===== src/rtl/alu_pkg.sv =====
// rtl/alu_pkg.sv - shared types and constants for the ALU command issuer
package alu_pkg;

    localparam int ALU_W = 16;

    typedef enum logic [2:0] {
        OP_NEG    = 3'd0,
        OP_INC    = 3'd1,
        OP_ADD    = 3'd2,
        OP_ADDSHR = 3'd3,
        OP_AND    = 3'd4,
        OP_OR     = 3'd5,
        OP_PACK   = 3'd6,
        OP_ZERO   = 3'd7
    } alu_op_e;

    typedef struct packed {
        alu_op_e          opc;
        logic [ALU_W-1:0] a;
        logic [ALU_W-1:0] b;
        logic             cin;
        logic             chain;
    } alu_cmd_t;

    typedef enum logic [1:0] {
        IDLE = 2'd0,
        EXEC = 2'd1,
        RESP = 2'd2
    } issuer_state_e;

endpackage


===== src/rtl/alu_cmd_fifo.sv =====
// rtl/alu_cmd_fifo.sv - power-of-two command queue with occupancy level
module alu_cmd_fifo
    import alu_pkg::*;
#(
    parameter int DEPTH = 4
) (
    input  logic                   clk,
    input  logic                   rst_n,
    input  logic                   push,
    input  alu_cmd_t               push_data,
    input  logic                   pop,
    output alu_cmd_t               pop_data,
    output logic                   full,
    output logic                   empty,
    output logic [$clog2(DEPTH):0] level
);

    localparam int AW = $clog2(DEPTH);

    alu_cmd_t      mem [DEPTH];
    logic [AW-1:0] wr_ptr;
    logic [AW-1:0] rd_ptr;
    logic          do_push;
    logic          do_pop;

    // Fullness alone gates pushes, so a pop on the same edge never frees a slot early
    assign full     = (level == (AW+1)'(DEPTH));
    assign empty    = (level == '0);
    assign do_push  = push && !full;
    assign do_pop   = pop && !empty;
    assign pop_data = mem[rd_ptr];

    always_ff @(posedge clk) begin
        if (do_push) begin
            mem[wr_ptr] <= push_data;
        end
    end

    always_ff @(posedge clk or negedge rst_n) begin
        if (!rst_n) begin
            wr_ptr <= '0;
            rd_ptr <= '0;
            level  <= '0;
        end else begin
            if (do_push) begin
                wr_ptr <= wr_ptr + AW'(1);
            end
            if (do_pop) begin
                rd_ptr <= rd_ptr + AW'(1);
            end
            if (do_push && !do_pop) begin
                level <= level + (AW+1)'(1);
            end else if (do_pop && !do_push) begin
                level <= level - (AW+1)'(1);
            end
        end
    end

endmodule


===== src/rtl/alu_cmd_issuer.sv =====
// rtl/alu_cmd_issuer.sv - queues ALU commands, drives the ALU and returns captured results
module alu_cmd_issuer
    import alu_pkg::*;
#(
    parameter int DEPTH = 4
) (
    input  logic                   clk,
    input  logic                   rst_n,
    input  logic                   cmd_valid,
    output logic                   cmd_ready,
    input  logic [2:0]             cmd_opc,
    input  logic [ALU_W-1:0]       cmd_a,
    input  logic [ALU_W-1:0]       cmd_b,
    input  logic                   cmd_cin,
    input  logic                   cmd_chain,
    output logic [ALU_W-1:0]       alu_inA,
    output logic [ALU_W-1:0]       alu_inB,
    output logic                   alu_inC,
    output logic [2:0]             alu_opc,
    input  logic [ALU_W-1:0]       alu_outW,
    input  logic                   alu_zer,
    input  logic                   alu_neg,
    output logic                   rsp_valid,
    input  logic                   rsp_ready,
    output logic [ALU_W-1:0]       rsp_data,
    output logic                   rsp_zer,
    output logic                   rsp_neg,
    output logic [$clog2(DEPTH):0] fifo_level,
    output logic                   busy
);

    issuer_state_e    state;
    issuer_state_e    state_next;
    alu_cmd_t         new_cmd;
    alu_cmd_t         head;
    logic             fifo_full;
    logic             fifo_empty;
    logic             pop;
    logic             capture;
    logic [ALU_W-1:0] last_result;

    assign new_cmd = '{opc: alu_op_e'(cmd_opc), a: cmd_a, b: cmd_b, cin: cmd_cin, chain: cmd_chain};
    assign cmd_ready = !fifo_full;
    assign busy      = (state != IDLE) || !fifo_empty;

    alu_cmd_fifo #(.DEPTH(DEPTH)) u_fifo (
        .clk       (clk),
        .rst_n     (rst_n),
        .push      (cmd_valid && cmd_ready),
        .push_data (new_cmd),
        .pop       (pop),
        .pop_data  (head),
        .full      (fifo_full),
        .empty     (fifo_empty),
        .level     (fifo_level)
    );

    always_ff @(posedge clk or negedge rst_n) begin
        if (!rst_n) begin
            state <= IDLE;
        end else begin
            state <= state_next;
        end
    end

    always_comb begin
        state_next = state;
        pop        = 1'b0;
        capture    = 1'b0;
        case (state)
            IDLE: begin
                if (!fifo_empty) begin
                    pop        = 1'b1;
                    state_next = EXEC;
                end
            end
            EXEC: begin
                capture    = 1'b1;
                state_next = RESP;
            end
            RESP: begin
                if (rsp_ready) begin
                    pop        = !fifo_empty;
                    state_next = fifo_empty ? IDLE : EXEC;
                end
            end
            default: state_next = IDLE;
        endcase
    end

    // last_result follows every capture, whether or not the response has been taken yet
    always_ff @(posedge clk or negedge rst_n) begin
        if (!rst_n) begin
            alu_inA     <= '0;
            alu_inB     <= '0;
            alu_inC     <= 1'b0;
            alu_opc     <= OP_ZERO;
            rsp_valid   <= 1'b0;
            rsp_data    <= '0;
            rsp_zer     <= 1'b0;
            rsp_neg     <= 1'b0;
            last_result <= '0;
        end else begin
            if (pop) begin
                alu_inA <= head.chain ? last_result : head.a;
                alu_inB <= head.b;
                alu_inC <= head.cin;
                alu_opc <= head.opc;
            end
            if (capture) begin
                rsp_data    <= alu_outW;
                rsp_zer     <= alu_zer;
                rsp_neg     <= alu_neg;
                last_result <= alu_outW;
                rsp_valid   <= 1'b1;
            end else if (state == RESP && rsp_ready) begin
                rsp_valid <= 1'b0;
            end
        end
    end

endmodule

===== config.mk =====
export PLATFORM = sky130hd
export DESIGN_NAME = alu_cmd_issuer
export DESIGN_NICKNAME = d
export VERILOG_FILES = /design/src/rtl/alu_pkg.sv /design/src/rtl/alu_cmd_fifo.sv /design/src/rtl/alu_cmd_issuer.sv
export SDC_FILE = /design/constraint.sdc
export NUM_CORES = 1
export LEC_CHECK = 0
export CORE_ASPECT_RATIO = 1.1
export CORE_MARGIN = 3
export CORE_UTILIZATION = 54
export DETAILED_ROUTE_END_ITERATION = 7
export PLACE_DENSITY = 0.79
export SLEW_MARGIN = 10
export SYNTH_ARGS = -nofsm -noshare
export SYNTH_HDL_FRONTEND = slang
export SYNTH_SLANG_ARGS = --single-unit
export TNS_END_PERCENT = 10

===== constraint.sdc =====
create_clock -name clk -period 2.6 [get_ports clk]
set_input_delay 0.52 -clock clk [delete_from_list [all_inputs] [get_ports clk]]
set_output_delay 0.52 -clock clk [all_outputs]
set_load 0.05 [all_outputs]

==> results.rst, run 1 <==
.. list-table::
   :header-rows: 1

   * - Metric
     - Value
   * - H-tree depth
     - 1
   * - Net Count, Synth
     - 438
   * - Root Buffer Master
     - clkbuf_16
   * - Routed wire length
     - about 15,000 microns
   * - Cell family contributing the most delay on the critical path
     - buffers and inverters
   * - Pre-Repair DR Iteration Count
     - 4
   * - Register area
     - 6056 sq um
   * - Cell area after synthesis
     - slightly above 8000 sq um
   * - Wire length per cell
     - between 20 and 25 microns
   * - Area share of the largest cell type after synthesis
     - a little over half
   * - Footprint of the multi-input gates
     - 1968 sq um
   * - Worst flop-to-flop path endpoint
     - u_fifo.level[2]
   * - Layout cells sized above 1
     - 29.87%
   * - Setup TNS
     - 0 ps
   * - Power density cells
     - between 1000 and 1500 nW/um^2
   * - Antenna diode count
     - 0
   * - Initial Utilization
     - 55.82%
   * - Tightest Hold Check Type
     - in -> async
   * - Fillcell total
     - about 910
   * - Horizontal die dimension
     - 123.0 microns
   * - Top post-synthesis cells by area
     - edfxtp_1 55%, dfrtp_1 19%, mux4_2 10%
   * - Critical Path Sink Type
     - output pin
   * - Floorplan die height
     - 134.7 microns
   * - Count of distinct cell types in the synthesized netlist
     - 27
   * - Max Clk Rate
     - between 400 and 500 MHz
   * - Startpoint kind of the worst setup timing path
     - flip-flop
   * - Clock input transition at the sequential cells of the worst setup and hold paths
     - around 60 ps
   * - # IOs
     - approximately 120
   * - Flop-to-flop setup slack
     - between 400 and 500 ps
   * - Total Power
     - approximately 14 mW
   * - Routed vias/inst
     - around 5.5
   * - Minimum clock period
     - about 2400 ps
   * - Number of buffers created by CTS
     - 21
   * - Final Cycle Share
     - 93.03%
   * - Post-route ant nets
     - 0
   * - Synthesis-stage register bit count
     - roughly 210
   * - Total count of hold-check failures in the final report
     - 0
   * - Clk sinks
     - about 210
   * - Largest net degree at the start of global routing
     - 65
   * - Leak pwr
     - ~3.7 nW
   * - Die Outline Area
     - 16,560 sq um
   * - Least-Margin Pin Slew
     - approximately 840 ps
   * - Final Setup Violations
     - 0
   * - Highest ir drop seen on vdd
     - 0.9829 mV
   * - Post-layout net count
     - ~580
   * - Buf/Inv on CP
     - 1
   * - TritonCTS clock tree
     - done
   * - Total overflow reported by the global router
     - 0
   * - Clock latency on the worst-skew pair
     - approximately 500 ps
   * - Max_slew headroom
     - between 40 and 50%
   * - Beginning of the worst register-to-register path
     - u_fifo.level[1]
   * - Buffer levels on the longest clock path
     - 3
   * - Initial antenna violation count
     - 0
   * - CORE AREA
     - between 10,000 and 15,000 sq um
   * - DRC violation total after the first TritonRoute iteration
     - between 150 and 200
   * - Post-Syn Instances
     - roughly 370
   * - Vias in the first global route
     - 4,418
   * - Clock Skew
     - about 15 ps
   * - Routability Congestion
     - 0.7128
   * - Reported max-cap violation count
     - 0
   * - Highest-delay cell along the critical path
     - clkdlybuf4s50_1
   * - Total half-perimeter wirelength after legalization and detailed placement
     - around 9100 microns
   * - IO Port Bufs
     - between 100 and 150
   * - Detailed-route DRC error count
     - 0
   * - Status
     - finished clean
   * - Global-route usage over all layers
     - 18.24%
   * - Crit path kind
     - reg -> out
   * - Signal arrival time at the worst endpoint
     - between 1500 and 2000 ps
   * - Sequential cell area fraction in the yosys report
     - 74.43%
   * - Via count of the routed design
     - 3,947
   * - Cell accounting for the most synthesized area
     - edfxtp_1
   * - Worst path required time
     - about 2100 ps
   * - Final number of max-transition violations
     - 0
   * - Reg2reg path depth
     - 9
   * - Post-synthesis average cell area
     - roughly 22 sq um
   * - Area growth from synthesis to layout
     - 26.51%
   * - Post-route core utilization
     - a little over two thirds
   * - Unrepaired setup endpoints after global routing
     - no
   * - Worst slack on hold paths
     - ~130 ps
   * - Cells traversed along the worst timing path
     - nor2_1 -> nand2_1 -> clkdlybuf4s50_1
   * - Wire length of the first global-routing pass
     - ~23,000 microns
   * - Largest stage delay, worst path
     - ~720 ps
   * - Row cnt
     - between 40 and 50
   * - Post-CTS Setup Bufs
     - 0
   * - Total number of yosys warnings
     - 0
   * - Biggest fanout along the worst timing path
     - 5
==> cell families (layout without fill, tap and decap cells) <==
logic type / after synthesis / after routing / share of synthesized area (%)
AOI/OAI and AO/OA: 4 / 4 / 0.3080
xor gates and xnor gates: 6 / 6 / 0.6465
adders and majority gates: 6 / 6 / 1.016
buffers and inverters: 21 / 177 / 1.509
DFF: 212 / 212 / 74.43
muxes: 109 / 109 / 21.15
and+or+nand+nor: 15 / 15 / 0.9390
==> metal layers <==
layer	part of all wire, %	global-route usage, %
met5	0	0
met4	1.7	4.738
met3	6.0	3.938
met2	53	32.30
met1	39	22.96
==> layout make-up <==
class,count,share of cell area [%]
timing repair buffer,133,13.03
clock inverter,9,0.9735
multi-input combinational,140,19.14
inverter,6,0.2190
clock buffer,29,5.403
tap,192,2.336
sequential,212,58.89
==> registers in the layout (all words and copies together), names as in the netlist, 2 cells and up <==
signal / flops
alu_inB: 16
alu_inA: 16
u_fifo.mem: 148
u_fifo.rd_ptr: 2
state: 2
u_fifo.level: 3
rsp_data: 16
u_fifo.wr_ptr: 2
alu_opc: 3
==> what timing repair did <==
action,4_1_cts,5_1_grt
hold buffers,0,0
resized for setup,1,0
setup endpoints to repair,1,0
==> power by group <==
group	leakage, nW	switching (mW)	internal [mW]
Clock	0.317	1.18	1.70
Sequential	2.10	0.474	4.72
Combinational	1.29	3.40	2.80
==> cell usage after synthesis <==
cell type    n
buf_4        2
ha_1         5
xnor2_1      2
a21oi_1      2
a21o_1       1
dfrtp_1     61
fa_1         1
edfxtp_1   148
xor2_1       4
nor2b_1      1
nor4b_1      1
buf_12       1
inv_1        4
nor3_1       2
and2_1       4
buf_6        1
inv_2        2
mux2_2      43
nand2_1      3
a21boi_1     1
mux2_1       9
clkbuf_1     1
mux4_2      37
nor2_1       4
mux2_4      20
dfstp_2      3
buf_2       10
==> cells in the final DEF (no fill, tap or decap) <==
master,synthesis,layout
a21boi_1,1,1
a21o_1,1,1
a21oi_1,2,2
and2_2,0,4
buf_12,1,4
buf_4,2,12
bufinv_16,0,2
clkbuf_1,1,8
clkbuf_16,0,21
clkdlybuf4s50_1,0,116
clkinv_1,0,4
clkinv_2,0,1
dfrtp_1,61,56
dfrtp_2,0,5
dfstp_2,3,3
dlygate4sd2_1,0,1
edfxtp_1,148,148
fa_1,1,1
ha_1,5,5
inv_1,4,4
inv_2,2,2
inv_6,0,1
inv_8,0,1
mux2_1,9,9
mux2_2,43,43
mux2_4,20,20
mux4_2,37,37
nand2_1,3,3
nor2_1,4,3
nor2_2,0,1
nor2b_1,1,1
nor3_1,2,1
nor3_2,0,1
nor4b_1,1,1
xnor2_1,2,2
xor2_1,4,4
==> per-stage QoR <==
step                instances  setup slack, ps  cell area, sq um
finish                    721            181.1             10280
global route              721            85.56             10280
CTS                       721            166.8             10280
detailed placement        683            113.1              9628
global placement          683            219.5              9628
floorplan                 373            123.8              8132
==> worst max path at each step <==
stage / startpoint / endpoint / slack [ps] / cells past startpoint
after floorplan: u_fifo.level[0] / u_fifo.level[1] / 120 / 9
after global placement: rsp_ready / u_fifo.level[2] / 220 / 10
after detailed placement: rsp_ready / u_fifo.level[2] / 110 / 10
after CTS: u_fifo.level[1] / cmd_ready / 170 / 3
after global routing: u_fifo.level[1] / cmd_ready / 90 / 3
final: u_fifo.level[1] / cmd_ready / 180 / 3
Power figures use the tool's default switching activity.
==> inputs of run 2 (changes only) <==
--- a/config.mk
+++ b/config.mk
@@ -8,6 +8,7 @@
 export CORE_ASPECT_RATIO = 1.1
 export CORE_MARGIN = 3
 export CORE_UTILIZATION = 54
+export CTS_CLUSTER_DIAMETER = 200
 export DETAILED_ROUTE_END_ITERATION = 7
 export PLACE_DENSITY = 0.79
 export SLEW_MARGIN = 10
==> results of run 2 <==
Final layout, timing and power as in run 1 (identical DEF).
==> inputs of run 3 (changes only) <==
--- a/config.mk
+++ b/config.mk
@@ -5,12 +5,15 @@
 export SDC_FILE = /design/constraint.sdc
 export NUM_CORES = 1
 export LEC_CHECK = 0
+export CELL_PAD_IN_SITES_DETAIL_PLACEMENT = 0
+export CELL_PAD_IN_SITES_GLOBAL_PLACEMENT = 1
 export CORE_ASPECT_RATIO = 1.1
 export CORE_MARGIN = 3
-export CORE_UTILIZATION = 54
+export CORE_UTILIZATION = 47
 export CTS_CLUSTER_DIAMETER = 200
 export DETAILED_ROUTE_END_ITERATION = 7
-export PLACE_DENSITY = 0.79
+export HOLD_SLACK_MARGIN = 0.08
+export PLACE_DENSITY_LB_ADDON = 0.1
 export SLEW_MARGIN = 10
 export SYNTH_ARGS = -nofsm -noshare
 export SYNTH_HDL_FRONTEND = slang
==> run 3 against run 2 <==
Worst setup slack better by 48 ps. Clock skew decreased by 5.0 ps. Critical path type unchanged. Critical path depth decreased by 2. Via count shrank 1.4%. Non-clock buffer count is 1 lower. Wire length is 3.5% higher. Critical endpoint is now alu_opc[1]. Clock power is 11% higher. Largest power group unchanged. Die area is 14% higher.
==> results.rst, run 3 (synthesis gave the netlist of run 1 again) <==
.. list-table::
   :header-rows: 1

   * - Metric
     - Value
   * - Clock Skew
     - 10.09 ps (was 15.13 ps)
   * - Global-route usage over all layers
     - 16.46% (was 18.24%)
   * - Cells traversed along the worst timing path
     - clkdlybuf4s50_1 (was nor2_1 -> nand2_1 -> clkdlybuf4s50_1)
   * - Fillcell total
     - 1,231 (was 913)
   * - Horizontal die dimension
     - 131.4 microns (was 123.0 microns)
   * - Die Outline Area
     - 18,910 sq um (was 16,560 sq um)
   * - Register area
     - 6056 sq um (unchanged)
   * - Detailed-route DRC error count
     - 0 (unchanged)
   * - Tightest Hold Check Type
     - in -> async (unchanged)
   * - Largest Register
     - u_fifo.mem (unchanged)
   * - Power density cells
     - 1402 nW/um^2 (was 1389 nW/um^2)
   * - Cell family contributing the most delay on the critical path
     - buffers and inverters (unchanged)
   * - IO Port Bufs
     - 118 (unchanged)
   * - CTS Hold Bufs
     - 0 (unchanged)
   * - Final std cell area, no fill
     - 10,440 sq um (was 10,280 sq um)
   * - TritonCTS clock tree
     - done (unchanged)
   * - Clock latency on the worst-skew pair
     - 490 ps (was 500 ps)
   * - Crit path to
     - alu_opc[1] (was cmd_ready)
   * - Signal arrival time at the worst endpoint
     - 1850 ps (was 1900 ps)
   * - Post-CTS Setup Bufs
     - 0 (unchanged)
   * - Pre-Repair DR Iteration Count
     - 4 (unchanged)
   * - Post-layout net count
     - 579 (unchanged)
   * - Post-route ant nets
     - 0 (unchanged)
   * - Startpoint kind of the worst setup timing path
     - flip-flop (unchanged)
   * - Critical Path Sink Type
     - output pin (unchanged)
   * - Leak pwr
     - 3.759 nW (was 3.704 nW)
   * - Total count of hold-check failures in the final report
     - 0 (unchanged)
   * - Minimum clock period
     - 2371 ps (was 2419 ps)
   * - Antenna diode count
     - 0 (unchanged)
   * - Initial Utilization
     - 48.74% (was 55.82%)
   * - Total half-perimeter wirelength after legalization and detailed placement
     - 9198 microns (was 9129 microns)
   * - CORE AREA
     - 16,680 sq um (was 14,560 sq um)
   * - Least-Margin Pin Slew
     - 875.5 ps (was 837.1 ps)
   * - Start point of the critical path
     - alu_opc[1] (was u_fifo.level[1])
   * - Buf/Inv on CP
     - 1 (unchanged)
   * - Total overflow reported by the global router
     - 0 (unchanged)
   * - Largest net degree at the start of global routing
     - 65 (unchanged)
   * - Largest stage delay, worst path
     - 810 ps (was 720 ps)
   * - Flip-flop count of the largest register after layout
     - 148 (unchanged)
   * - Routed vias/inst
     - 5.125 (was 5.474)
   * - Worst path required time
     - 2080 ps (about the same)
   * - Crit path kind
     - reg -> out (unchanged)
   * - Reported max-cap violation count
     - 0 (unchanged)
   * - Root Buffer Master
     - clkbuf_16 (unchanged)
   * - Buffer levels on the longest clock path
     - 3 (unchanged)
   * - Clk sinks
     - 212 (unchanged)
   * - Final Cycle Share
     - 91.19% (was 93.03%)
   * - Number of buffers created by CTS
     - 22 (was 21)
   * - Cell depth of the worst setup path
     - 1 (was 3)
   * - # IOs
     - 119 (unchanged)
   * - H-tree depth
     - 1 (unchanged)
   * - Footprint of the multi-input gates
     - 1973 sq um (was 1968 sq um)
   * - Max_slew headroom
     - 41.63% (was 44.19%)
   * - Wire length per cell
     - 19.82 microns (was 20.16 microns)
   * - Initial antenna violation count
     - 0 (unchanged)
   * - Reg2reg path depth
     - 4 (was 9)
   * - Floorplan die height
     - 143.9 microns (was 134.7 microns)
   * - Max Clk Rate
     - 421.8 MHz (was 413.4 MHz)
   * - Flop-to-flop setup slack
     - 540 ps (was 460 ps)
   * - Wire length of the first global-routing pass
     - 24,140 microns (was 23,110 microns)
   * - Biggest fanout along the worst timing path
     - 2 (was 5)
   * - Final Setup Violations
     - 0 (unchanged)
   * - Most frequent standard cell in the layout excluding fill and tap cells
     - edfxtp_1 (unchanged)
   * - Vias in the first global route
     - 4,340 (was 4,418)
   * - Final number of max-transition violations
     - 0 (unchanged)
   * - Layout cells sized above 1
     - 31.13% (was 29.87%)
   * - Routability Congestion
     - 0.7070 (was 0.7128)
   * - Placed standard-cell area
     - 9679 sq um (was 9628 sq um)
   * - Beginning of the worst register-to-register path
     - u_fifo.rd_ptr[0] (was u_fifo.level[1])
   * - Highest-count cells in the layout ignoring fill and taps
     - 148 x edfxtp_1, 116 x clkdlybuf4s50_1, 56 x dfrtp_1 (unchanged)
   * - Setup TNS
     - 0 ps (unchanged)
   * - Highest ir drop seen on vdd
     - 0.6908 mV (was 0.9829 mV)
   * - Area growth from synthesis to layout
     - 28.39% (was 26.51%)
   * - Highest-delay cell along the critical path
     - clkdlybuf4s50_1 (unchanged)
   * - Status
     - finished clean (unchanged)
   * - Row cnt
     - 49 (was 46)
   * - Via count of the routed design
     - 3,890 (was 3,947)
   * - Worst flop-to-flop path endpoint
     - alu_inA[11] (was u_fifo.level[2])
   * - Routed wire length
     - 15,040 microns (was 14,540 microns)
   * - DRC violation total after the first TritonRoute iteration
     - 140 (was 172)
   * - Unrepaired setup endpoints after global routing
     - no (unchanged)
   * - Clock input transition at the sequential cells of the worst setup and hold paths
     - 60 ps (about the same)
run 3: routing by layer:
metal | share of wire [%] | wire length (microns) | GRT usage, % | vias up
li1 | - | - | - | 1754
met1 | 43 | 6454 | 21.26 | 2015
met2 | 51 | 7659 | 29.09 | 104
met3 | 5.0 | 747 | 3.396 | 17
met4 | 1.2 | 180 | 4.091 | 0
met5 | 0 | 0 | 0 | -
run 3: how the worst min path moves through the flow:
stage                         endpoint  startpoint  slack, ps
after CTS                 rsp_data[11]       rst_n        190
final                     rsp_data[11]       rst_n        150
after global placement         rsp_zer     rsp_zer        470
after detailed placement       rsp_zer     rsp_zer        480
after global routing      rsp_data[11]       rst_n        230
after floorplan             alu_inA[0]       rst_n        220
run 3: power breakdown:
group | total, mW | switching, mW | internal, mW
logic | 6.22 | 3.42 | 2.80
clock network | 3.22 | 1.21 | 2.01
registers | 5.19 | 0.475 | 4.72
total | 14.6 | 5.11 | 9.52
run 3: final cells by class:
type,count,area share [%]
clock inverter,13,1.547
sequential,212,58.03
timing repair buffer,132,12.89
clock buffer,27,5.659
inverter,6,0.2158
multi-input combinational,140,18.91
tap,229,2.746
run 3: per-stage QoR:
stage	util (%)	total power, mW	worst slack, ps	cells	hold slack [ps]
after floorplan	-	9.678	123.8	373	224.4
after global placement	58.04	11.47	153.4	719	468.6
after detailed placement	58.04	11.59	123.1	719	484.8
after CTS	62.58	14.87	203.6	759	194.8
after global routing	62.58	15.36	116.1	759	225.4
final	62.58	14.63	229.0	759	153.2
run 3: timing repair:
action,CTS,global route
setup endpoints to repair,1,0
resized for setup,2,0
hold endpoints to repair,0,0
run 3: worst register-to-register path, stage by stage (launching register included):
cell	delay, ps
dfrtp_2	390
buf_4	450
mux4_2	580
mux2_2	270
mux2_2	260
